### config.mk
export PLATFORM = sky130hd
export DESIGN_NAME = s2p_frame_ctrl_flat
export DESIGN_NICKNAME = d
export VERILOG_FILES = /design/src/rtl/s2p_frame_ctrl_if.sv /design/src/rtl/s2p_frame_ctrl.sv /design/src/flat_wrapper.sv
export SDC_FILE = /design/constraint.sdc
export NUM_CORES = 1
export LEC_CHECK = 0
export CELL_PAD_IN_SITES_DETAIL_PLACEMENT = 1
export CELL_PAD_IN_SITES_GLOBAL_PLACEMENT = 2
export CORE_ASPECT_RATIO = 1.5
export CORE_UTILIZATION = 35
export DETAILED_ROUTE_END_ITERATION = 16
export HOLD_SLACK_MARGIN = 0.1
export PLACE_DENSITY_LB_ADDON = 0.05
export RECOVER_POWER = 50
export SYNTH_ARGS = -nofsm -noshare
export SYNTH_HDL_FRONTEND = slang
export SYNTH_SLANG_ARGS = --single-unit
### constraint.sdc
create_clock -name clk -period 2.1 [get_ports clk]
set_input_delay 0.63 -clock clk [delete_from_list [all_inputs] [get_ports clk]]
set_output_delay 0.63 -clock clk [all_outputs]
set_load 0.02 [all_outputs]
### src/rtl/s2p_frame_ctrl_if.sv
// Signal bundle shared by s2p_frame_ctrl, its s2p deserializer and the frame consumer.
// The controller side is "master"; the s2p/consumer side is "slave".
interface s2p_frame_ctrl_if #(
    parameter int WIDTH = 4,
    parameter int IDX_W = 2
);
    logic             s2p_en;
    logic             s2p_valid;
    logic [WIDTH-1:0] s2p_po;
    logic [WIDTH-1:0] word_out;
    logic             word_valid;
    logic [IDX_W-1:0] word_idx;
    logic             frame_sof;
    logic             frame_eof;
    logic             done;

    modport master (
        output s2p_en, word_out, word_valid, word_idx, frame_sof, frame_eof, done,
        input  s2p_valid, s2p_po
    );

    modport slave (
        input  s2p_en, word_out, word_valid, word_idx, frame_sof, frame_eof, done,
        output s2p_valid, s2p_po
    );
endinterface

### src/rtl/s2p_frame_ctrl.sv
// Frame sequencer for the s2p deserializer: hunts the serial line for SYNC, then owns
// s2p dat_en for FRAME_WORDS words and forwards them with index and frame delimiters.
module s2p_frame_ctrl #(
    parameter int               WIDTH        = 4,
    parameter logic [WIDTH-1:0] SYNC         = 4'b1011,
    parameter int               FRAME_WORDS  = 3,
    parameter int               GAP_CYCLES   = 4,
    parameter int               HUNT_TIMEOUT = 64,
    parameter bit               CONTINUOUS   = 1'b0
) (
    input  logic             clk,
    input  logic             rst,
    input  logic             start,
    input  logic             abort,
    input  logic             si,
    s2p_frame_ctrl_if.master bus,
    output logic             err_timeout,
    output logic             busy
);
    localparam int IDX_W  = (FRAME_WORDS > 1) ? $clog2(FRAME_WORDS) : 1;
    localparam int FILL_W = $clog2(WIDTH);
    localparam int TCNT_W = (HUNT_TIMEOUT > 1) ? $clog2(HUNT_TIMEOUT) : 1;
    localparam int WD_W   = $clog2(WIDTH + 2);
    localparam int GCNT_W = (GAP_CYCLES > 1) ? $clog2(GAP_CYCLES) : 1;

    localparam logic [FILL_W-1:0] FILL_LAST = FILL_W'(WIDTH - 1);
    localparam logic [FILL_W-1:0] FILL_ONE  = FILL_W'(1);
    localparam logic [TCNT_W-1:0] TCNT_LAST = TCNT_W'(HUNT_TIMEOUT - 1);
    localparam logic [TCNT_W-1:0] TCNT_ONE  = TCNT_W'(1);
    localparam logic [IDX_W-1:0]  WCNT_LAST = IDX_W'(FRAME_WORDS - 1);
    localparam logic [IDX_W-1:0]  WCNT_ONE  = IDX_W'(1);
    localparam logic [WD_W-1:0]   WD_LAST   = WD_W'(WIDTH + 1);
    localparam logic [WD_W-1:0]   WD_ONE    = WD_W'(1);
    localparam logic [GCNT_W-1:0] GCNT_LAST = GCNT_W'(GAP_CYCLES - 1);
    localparam logic [GCNT_W-1:0] GCNT_ONE  = GCNT_W'(1);

    typedef enum logic [1:0] {
        IDLE = 2'd0,
        HUNT = 2'd1,
        LOAD = 2'd2,
        GAP  = 2'd3
    } state_t;

    state_t             state_r, state_s;
    logic [WIDTH-2:0]   sh_r, sh_s;
    logic [FILL_W-1:0]  fill_r, fill_s;
    logic [TCNT_W-1:0]  tcnt_r, tcnt_s;
    logic [IDX_W-1:0]   wcnt_r, wcnt_s;
    logic [WD_W-1:0]    wd_r, wd_s;
    logic [GCNT_W-1:0]  gcnt_r, gcnt_s;
    logic               s2p_en_r, s2p_en_s;
    logic [WIDTH-1:0]   word_out_r, word_out_s;
    logic               word_valid_r, word_valid_s;
    logic [IDX_W-1:0]   word_idx_r, word_idx_s;
    logic               sof_r, sof_s;
    logic               eof_r, eof_s;
    logic               done_r, done_s;
    logic               err_r, err_s;
    logic               busy_r, busy_s;
    logic [WIDTH-1:0]   hunt_word_s;

    // Next-state and next-output logic for the whole sequencer.
    always_comb begin
        state_s      = state_r;
        sh_s         = sh_r;
        fill_s       = fill_r;
        tcnt_s       = tcnt_r;
        wcnt_s       = wcnt_r;
        wd_s         = wd_r;
        gcnt_s       = gcnt_r;
        s2p_en_s     = s2p_en_r;
        word_out_s   = word_out_r;
        word_valid_s = 1'b0;
        word_idx_s   = word_idx_r;
        sof_s        = 1'b0;
        eof_s        = 1'b0;
        done_s       = 1'b0;
        err_s        = 1'b0;
        hunt_word_s  = {sh_r, si};

        if (abort) begin
            // abort beats everything, including a same-cycle start or s2p_valid
            state_s  = IDLE;
            s2p_en_s = 1'b0;
        end else begin
            case (state_r)
                IDLE: begin
                    if (start) begin
                        state_s = HUNT;
                        sh_s    = '0;
                        fill_s  = '0;
                        tcnt_s  = '0;
                    end else begin
                        state_s = IDLE;
                    end
                end
                HUNT: begin
                    sh_s = hunt_word_s[WIDTH-2:0];
                    if (fill_r != FILL_LAST) begin
                        fill_s = fill_r + FILL_ONE;
                    end else begin
                        fill_s = fill_r;
                    end
                    // fill counts bits already held in sh, so the window is only valid once full
                    if ((fill_r == FILL_LAST) && (hunt_word_s == SYNC)) begin
                        state_s  = LOAD;
                        s2p_en_s = 1'b1;
                        wcnt_s   = '0;
                        wd_s     = '0;
                    end else if (tcnt_r == TCNT_LAST) begin
                        state_s = IDLE;
                        err_s   = 1'b1;
                    end else begin
                        tcnt_s = tcnt_r + TCNT_ONE;
                    end
                end
                LOAD: begin
                    if (bus.s2p_valid) begin
                        word_out_s   = bus.s2p_po;
                        word_valid_s = 1'b1;
                        word_idx_s   = wcnt_r;
                        sof_s        = (wcnt_r == '0);
                        eof_s        = (wcnt_r == WCNT_LAST);
                        wd_s         = '0;
                        if (wcnt_r == WCNT_LAST) begin
                            done_s   = 1'b1;
                            s2p_en_s = 1'b0;
                            gcnt_s   = '0;
                            state_s  = GAP;
                        end else begin
                            wcnt_s = wcnt_r + WCNT_ONE;
                        end
                    end else if (wd_r == WD_LAST) begin
                        err_s    = 1'b1;
                        s2p_en_s = 1'b0;
                        state_s  = IDLE;
                    end else begin
                        wd_s = wd_r + WD_ONE;
                    end
                end
                GAP: begin
                    if (gcnt_r == GCNT_LAST) begin
                        if (CONTINUOUS) begin
                            state_s = HUNT;
                            sh_s    = '0;
                            fill_s  = '0;
                            tcnt_s  = '0;
                        end else begin
                            state_s = IDLE;
                        end
                    end else begin
                        gcnt_s = gcnt_r + GCNT_ONE;
                    end
                end
                default: begin
                    state_s  = IDLE;
                    s2p_en_s = 1'b0;
                end
            endcase
        end

        busy_s = (state_s != IDLE);
    end

    // State, counters and registered outputs; rst clears everything immediately.
    always_ff @(posedge clk or posedge rst) begin
        if (rst) begin
            state_r      <= IDLE;
            sh_r         <= '0;
            fill_r       <= '0;
            tcnt_r       <= '0;
            wcnt_r       <= '0;
            wd_r         <= '0;
            gcnt_r       <= '0;
            s2p_en_r     <= 1'b0;
            word_out_r   <= '0;
            word_valid_r <= 1'b0;
            word_idx_r   <= '0;
            sof_r        <= 1'b0;
            eof_r        <= 1'b0;
            done_r       <= 1'b0;
            err_r        <= 1'b0;
            busy_r       <= 1'b0;
        end else begin
            state_r      <= state_s;
            sh_r         <= sh_s;
            fill_r       <= fill_s;
            tcnt_r       <= tcnt_s;
            wcnt_r       <= wcnt_s;
            wd_r         <= wd_s;
            gcnt_r       <= gcnt_s;
            s2p_en_r     <= s2p_en_s;
            word_out_r   <= word_out_s;
            word_valid_r <= word_valid_s;
            word_idx_r   <= word_idx_s;
            sof_r        <= sof_s;
            eof_r        <= eof_s;
            done_r       <= done_s;
            err_r        <= err_s;
            busy_r       <= busy_s;
        end
    end

    assign bus.s2p_en     = s2p_en_r;
    assign bus.word_out   = word_out_r;
    assign bus.word_valid = word_valid_r;
    assign bus.word_idx   = word_idx_r;
    assign bus.frame_sof  = sof_r;
    assign bus.frame_eof  = eof_r;
    assign bus.done       = done_r;
    assign err_timeout    = err_r;
    assign busy           = busy_r;
endmodule

### src/flat_wrapper.sv
// flat-port wrapper written by rule: the top's interface ports become plain ports
module s2p_frame_ctrl_flat 
#(
    parameter int               WIDTH        = 4,
    parameter logic [WIDTH-1:0] SYNC         = 4'b1011,
    parameter int               FRAME_WORDS  = 3,
    parameter int               GAP_CYCLES   = 4,
    parameter int               HUNT_TIMEOUT = 64,
    parameter bit               CONTINUOUS   = 1'b0
)
  (clk, rst, start, abort, si, err_timeout, busy, bus_s2p_en, bus_word_out, bus_word_valid, bus_word_idx, bus_frame_sof, bus_frame_eof, bus_done, bus_s2p_valid, bus_s2p_po);
  s2p_frame_ctrl_if #(.WIDTH(WIDTH), .IDX_W(2)) bus_i ();
  input  logic clk;
  input  logic rst;
  input  logic start;
  input  logic abort;
  input  logic si;
  output logic err_timeout;
  output logic busy;
  output wire logic [$bits(bus_i.s2p_en)-1:0] bus_s2p_en;
  output wire logic [$bits(bus_i.word_out)-1:0] bus_word_out;
  output wire logic [$bits(bus_i.word_valid)-1:0] bus_word_valid;
  output wire logic [$bits(bus_i.word_idx)-1:0] bus_word_idx;
  output wire logic [$bits(bus_i.frame_sof)-1:0] bus_frame_sof;
  output wire logic [$bits(bus_i.frame_eof)-1:0] bus_frame_eof;
  output wire logic [$bits(bus_i.done)-1:0] bus_done;
  input wire logic [$bits(bus_i.s2p_valid)-1:0] bus_s2p_valid;
  input wire logic [$bits(bus_i.s2p_po)-1:0] bus_s2p_po;
  assign bus_s2p_en = bus_i.s2p_en;
  assign bus_word_out = bus_i.word_out;
  assign bus_word_valid = bus_i.word_valid;
  assign bus_word_idx = bus_i.word_idx;
  assign bus_frame_sof = bus_i.frame_sof;
  assign bus_frame_eof = bus_i.frame_eof;
  assign bus_done = bus_i.done;
  assign bus_i.s2p_valid = bus_s2p_valid;
  assign bus_i.s2p_po = bus_s2p_po;
  s2p_frame_ctrl #(.WIDTH(WIDTH), .SYNC(SYNC), .FRAME_WORDS(FRAME_WORDS), .GAP_CYCLES(GAP_CYCLES), .HUNT_TIMEOUT(HUNT_TIMEOUT), .CONTINUOUS(CONTINUOUS)) u_core (.clk(clk), .rst(rst), .start(start), .abort(abort), .si(si), .bus(bus_i), .err_timeout(err_timeout), .busy(busy));
endmodule
After elaboration in Yosys (flattened, before gate mapping) --
Cells that the tools add are included.
Cells by class: reductions and logical operators 16, $add $sub $neg 5, mux-type cells 55, multipliers 0, eq/ne operators 23, divide/modulo/power cells 0, bitwise gates (word level) 1, shifts and indexed selects 0, magnitude comparators 0
Operators with widths (count):
- $mux W2 | 15
- $mux W1 | 24
- $mux W6 | 3
- $reduce_and A5 Y1 | 3
- $ne A2 B2 Y1 const B | 7
- $mux W3 | 4
- $pmux W2 S2 | 3
- $pmux W3 S2 | 2
- $pmux W6 S2 | 1
- $reduce_and A4 Y1 | 3
- $eq A2 B2 Y1 const B | 5
- $ne A4 B3 Y1 const B | 2
- $pmux W2 S4 | 1
- $reduce_bool A2 Y1 | 4
- $add A2 B1 Y2 const B | 3
- $add A6 B1 Y6 const B | 1
- $eq A6 B6 Y1 const B | 1
- $ne A2 B1 Y1 const B | 3
- $reduce_and A3 Y1 | 2
- $eq A4 B4 Y1 const B | 1
- $logic_not A2 Y1 | 2
- $pmux W1 S2 | 2
- $add A3 B1 Y3 const B | 1
- $eq A3 B3 Y1 const B | 1
- other kinds (6) | 6
Storage, ports and cells: word-level logic and storage cells 116, bits in registers 33, bits in writable memories 0, latch bits 0, bits in read-only memories 0, memories 0

Logic depth before layout (Yosys ltp) --
word-level depth 6, depth in mapped cells 8

Least setup slack after synthesis --
OpenSTA, ideal clock, no wires.
path type flip-flop to flip-flop, start point register u_core.state_r[1], end point register u_core.fill_r[0], slack 544 ps, period minus slack after synthesis 1556 ps, arrival time 1431 ps, cell stages (with the launch flop) 7, library setup time 125 ps, data required time 1975 ps, cell sequence dfrtp_1 inv_1 ha_1 nand2b_1 a21o_1 a21o_1 mux2_2
On the way: longest elaborated chain between the ends 3, elaborated cells on any way between the ends 7, those cells by class 3 x eq/ne; 1 x mux; 3 x reduce/logical
RTL lines:
- start: declaration | RTL line s2p_frame_ctrl.sv:44 | state_t state_r, state_s;
- start signal: assignment | RTL line s2p_frame_ctrl.sv:185 | state_r <= state_s;
- $eq A2 B1 Y1 or $logic_not A2 Y1 (tied branches) | RTL line s2p_frame_ctrl.sv:86 | case (state_r)
- $ne A2 B1 Y1 (no line), or another cell as far along
- $reduce_and A4 Y1 (no line)
- end signal: assignment | RTL line s2p_frame_ctrl.sv:187 | fill_r <= fill_s;
- end: declaration | RTL line s2p_frame_ctrl.sv:46 | logic [FILL_W-1:0] fill_r, fill_s;
Parallel ways exist; a longest one is shown, timed or not. A chain may end at the register's enable or synchronous reset.

Final worst setup path --
start point register u_core.busy_r (netlist: u_core.busy), end point output port busy
RTL lines:
- start: declaration | RTL line s2p_frame_ctrl.sv:59 | logic busy_r, busy_s;
- start signal: assignment | RTL line s2p_frame_ctrl.sv:200 | busy_r <= busy_s;
- end: declaration | RTL line flat_wrapper.sv:19 | output logic busy;
No word-level cell between the ends.

==> summary.txt <==
Outcome
  – Outcome: completed

Power and ir drop
  – Clock power frac: 0.365
  – Sw frac: 0.257
  – Combinational group share of total power: 0.112
  – Switching power: 0.320 mW
  – Peak supply drop: 0.245 mV
  – Tot Pwr: 1.25 mW
  – Flop pwr share: 0.523
  – Pwr dens: 573 nW/um^2
  – P_leak: 0.973 nW
  – Internal Dissipation: about 0.93 mW

Detailed routing
  – Avg WL per Cell: 15.3 um
  – Final ANT Viol Nets: 0
  – Detailed router's first-iteration violation count: 25
  – Total wire length: between 4 and 5 mm
  – Top layer in use: met4
  – Met3 routed WL: about 100 um
  – # DRC: 0
  – Met2 WL: 2.29 mm
  – Via count: roughly 1400
  – First-pass DRT Iterations: 4
  – Vias per inst: 4.96
  – Metal-1 WL: 1.74 mm

Critical path
  – Critical path required time: 1470 ps
  – CP Capture Type: output pin
  – CP Data Arrival Time: between 1000 and 1500 ps
  – Critical Path Source Type: flip-flop
  – Worst Path Max Fanout: 1
  – Worst Path Buf+Inv: 1
  – Worst path slowest cell: clkdlybuf4s50_1
  – CP Class: flip-flop to output pin
  – Crit path largest cell delay: 600 ps
  – Ordered list of cells on the worst path: clkdlybuf4s50_1
  – Top delay family on crit path: buffers and inverters

Cells and area
  – Leading cell type in the layout, fill and taps excluded: dfrtp_1
  – Antenna diodes: 0
  – Cell area after layout: 2170 sq um
  – Syn-to-layout area delta: 23.5%
  – Commonest non-fill, non-tap cells in the layout: dfrtp_1 (32), nand2_1 (25), clkdlybuf4s50_1 (21)
  – Multi-input logic area: 886 sq um
  – Layout cells sized above 1: 0.139
  – Final Util: 0.448
  – Count of filler cells inserted in the layout: between 500 and 600
  – Non-Filler Instances: 275
  – Register Area: 801 sq um
  – NumNets Final: 230

GRT
  – Global-route wire length before repair: 6.81 mm
  – Remaining Overflow, GRT: 0
  – GRT Util Overall: 0.176
  – Pin count of the biggest net entering global routing: 33
  – Antenna violations before repair: 0
  – Vias in the first global route: about 1500

Timing
  – Final period util: 0.887
  – Endpoints failing setup: 0
  – Worst Tran Pin Value: 824 ps
  – Setup WS post-layout: between 200 and 250 ps
  – Max-slew violation count: 0
  – Max frequency: 537 MHz
  – Clk_skew: 5.16 ps
  – Worst rel slew slack: 0.450
  – Setup repair after global routing missed its margin: false
  – Final Hold Viols: 0
  – Setup TNS: 0 ps
  – Hold_ws: 489 ps
  – Shortest period the worst path allows: 1860 ps

Die
  – Core Region: 4850 sq um
  – Die width: approximately 60 um
  – Chip height: 88.8 um
  – Io pins: 23
  – Site row count: 31
  – Die area: 5320 sq um
  – Starting Density: 0.363

Clock tree
  – Clock Sinks: 32
  – Setup bufs post-CTS: 0
  – Hold_buf cts: 0
  – Worst-skew pair later-pin latency: a little under 300 ps
  – Maximum root-to-sink buffer count: 2
  – Root buf cell: clkbuf_8
  – TritonCTS clock tree: built
  – Num CTS Buffers: 5
  – H-tree depth: 2
  – CTS resizes: 0
  – Worst-path clk slew: 70 ps

Synthesis
  – Synth Area in Simple Gates: 0.197
  – Register area share after synthesis: 0.455
  – Netlist cell types: 47
  – Synth Area in Compound Gates: 0.166
  – Post-synth EDFFs: 0
  – Synthesized area per cell: 10.1 sq um
  – Adder-Cell Fraction of Synth Area: 0.0782
  – Yosys reg bits: 32
  – Post-synth net total: 196
  – Ys flop type: dfrtp_1
  – Main combinational cell family by area after synthesis: simple AND/OR/NAND/NOR gates
  – Mux cell area share after synthesis: 0.0619
  – XOR/XNOR Fraction of Synth Area: 0
  – Cell Area, Synth: 1760 sq um
  – Synthesis Warnings: 0
  – Async S/R FF share, synth: 1.00
  – Post-Synthesis Cells: between 150 and 200

Hold path
  – Min-delay worst type: flip-flop to flip-flop

Placed design
  – Buffers on Ports: 22
  – DPL Wire Length: 3.25 mm
  – Inst Count DP: 268
  – Placed instance area: roughly 2100 sq um
  – DP Worst Slack: -21.8 ps
  – Routability congestion estimate: 0.834

Flow run
  – MaxCap Viol Count: 0
==> power by group through the flow <==
stage | clock (mW) | sequential [mW] | combinational [mW]
6_report | 0.455 | 0.652 | 0.139
4_1_cts | 0.470 | 0.652 | 0.145
5_1_grt | 0.497 | 0.655 | 0.158
3_5_place_dp | 0 | 0.664 | 0.144
2_1_floorplan | 0 | 0.664 | 0.0809
3_3_place_gp | 0 | 0.663 | 0.139
==> path summary, 6_finish.rpt <==
kind	start	endpoint	slack (ps)	cells past startpoint
worst max-delay path	u_core.busy	busy	240	1
min in group asynchronous	rst	u_core.bus.word_idx[0]	1030	3
worst max register to register	u_core.state_r[1]	u_core.fill_r[0]	280	6
max in group asynchronous	rst	u_core.wcnt_r[1]	540	3
worst min-delay path	u_core.bus.word_idx[0]	u_core.bus.word_idx[0]	490	1
worst min register to register	u_core.bus.word_idx[0]	u_core.bus.word_idx[0]	490	1
==> area by class of cell <==
| cell class | count | share of cell area |
|---|---|---|
| Inverter | 10 | 0.0173 |
| Tap cell | 66 | 0.0380 |
| Multi-Input combinational cell | 128 | 0.408 |
| Sequential cell | 32 | 0.368 |
| Clock buffer | 6 | 0.0334 |
| Timing Repair Buffer | 32 | 0.133 |
| Clock inverter | 1 | 0.00230 |
==> layer usage <==
layer / GRT usage / vias up
li1: - / 676
met1: 0.195 / 659
met2: 0.314 / 20
met3: 0.0365 / 8
met4: 0.0782 / 0
met5: 0 / -
==> worst register-to-register path, delay by kind of cell (launching register included) <==
kind / cells / cell delay, ps
and+or+nand+nor: 1 / 180
buffers and inverters: 1 / 90
muxes: 1 / 260
DFF: 1 / 430
adders and majority gates: 1 / 270
AOI/OAI and AO/OA: 2 / 480
==> cell families (layout without fill, tap and decap cells) <==
family | count (synthesis) | in the layout
simple gates | 63 | 63
compound gates | 44 | 44
flops | 32 | 32
buf+inv | 15 | 49
fa+ha+maj | 11 | 11
mux | 10 | 10
==> cell usage after synthesis (2+ instances only) <==
master | n | area, sq um
a21o_1 | 5 | 37.5
o22ai_1 | 2 | 12.5
nor2b_1 | 2 | 12.5
inv_1 | 9 | 33.8
nand2_1 | 25 | 93.8
a21oi_2 | 2 | 17.5
and2_1 | 2 | 12.5
a22o_1 | 2 | 17.5
nor2_1 | 6 | 22.5
buf_4 | 2 | 15.0
nand4b_1 | 3 | 26.3
o21ai_0 | 3 | 15.0
dfrtp_1 | 32 | 801
nand3_1 | 6 | 30.0
and3_1 | 2 | 12.5
o21ai_1 | 11 | 55.1
a21oi_1 | 10 | 50.1
nor3_1 | 2 | 10.0
ha_1 | 11 | 138
mux2i_1 | 3 | 30.0
mux2_1 | 6 | 67.6
nand2b_1 | 4 | 25.0
==> flip-flops by register name, indices dropped and copies added, names as in the netlist <==
register               cells
u_core.sh_r                3
u_core.wcnt_r              2
u_core.bus.word_valid      1
u_core.tcnt_r              6
u_core.fill_r              2
u_core.bus.word_idx        2
u_core.err_timeout         1
u_core.bus.done            1
u_core.gcnt_r              2
u_core.wd_r                3
u_core.bus.frame_sof       1
u_core.busy                1
u_core.bus.word_out        4
u_core.bus.s2p_en          1
u_core.state_r             2
No activity file was read; power rests on OpenSTA's default activity.
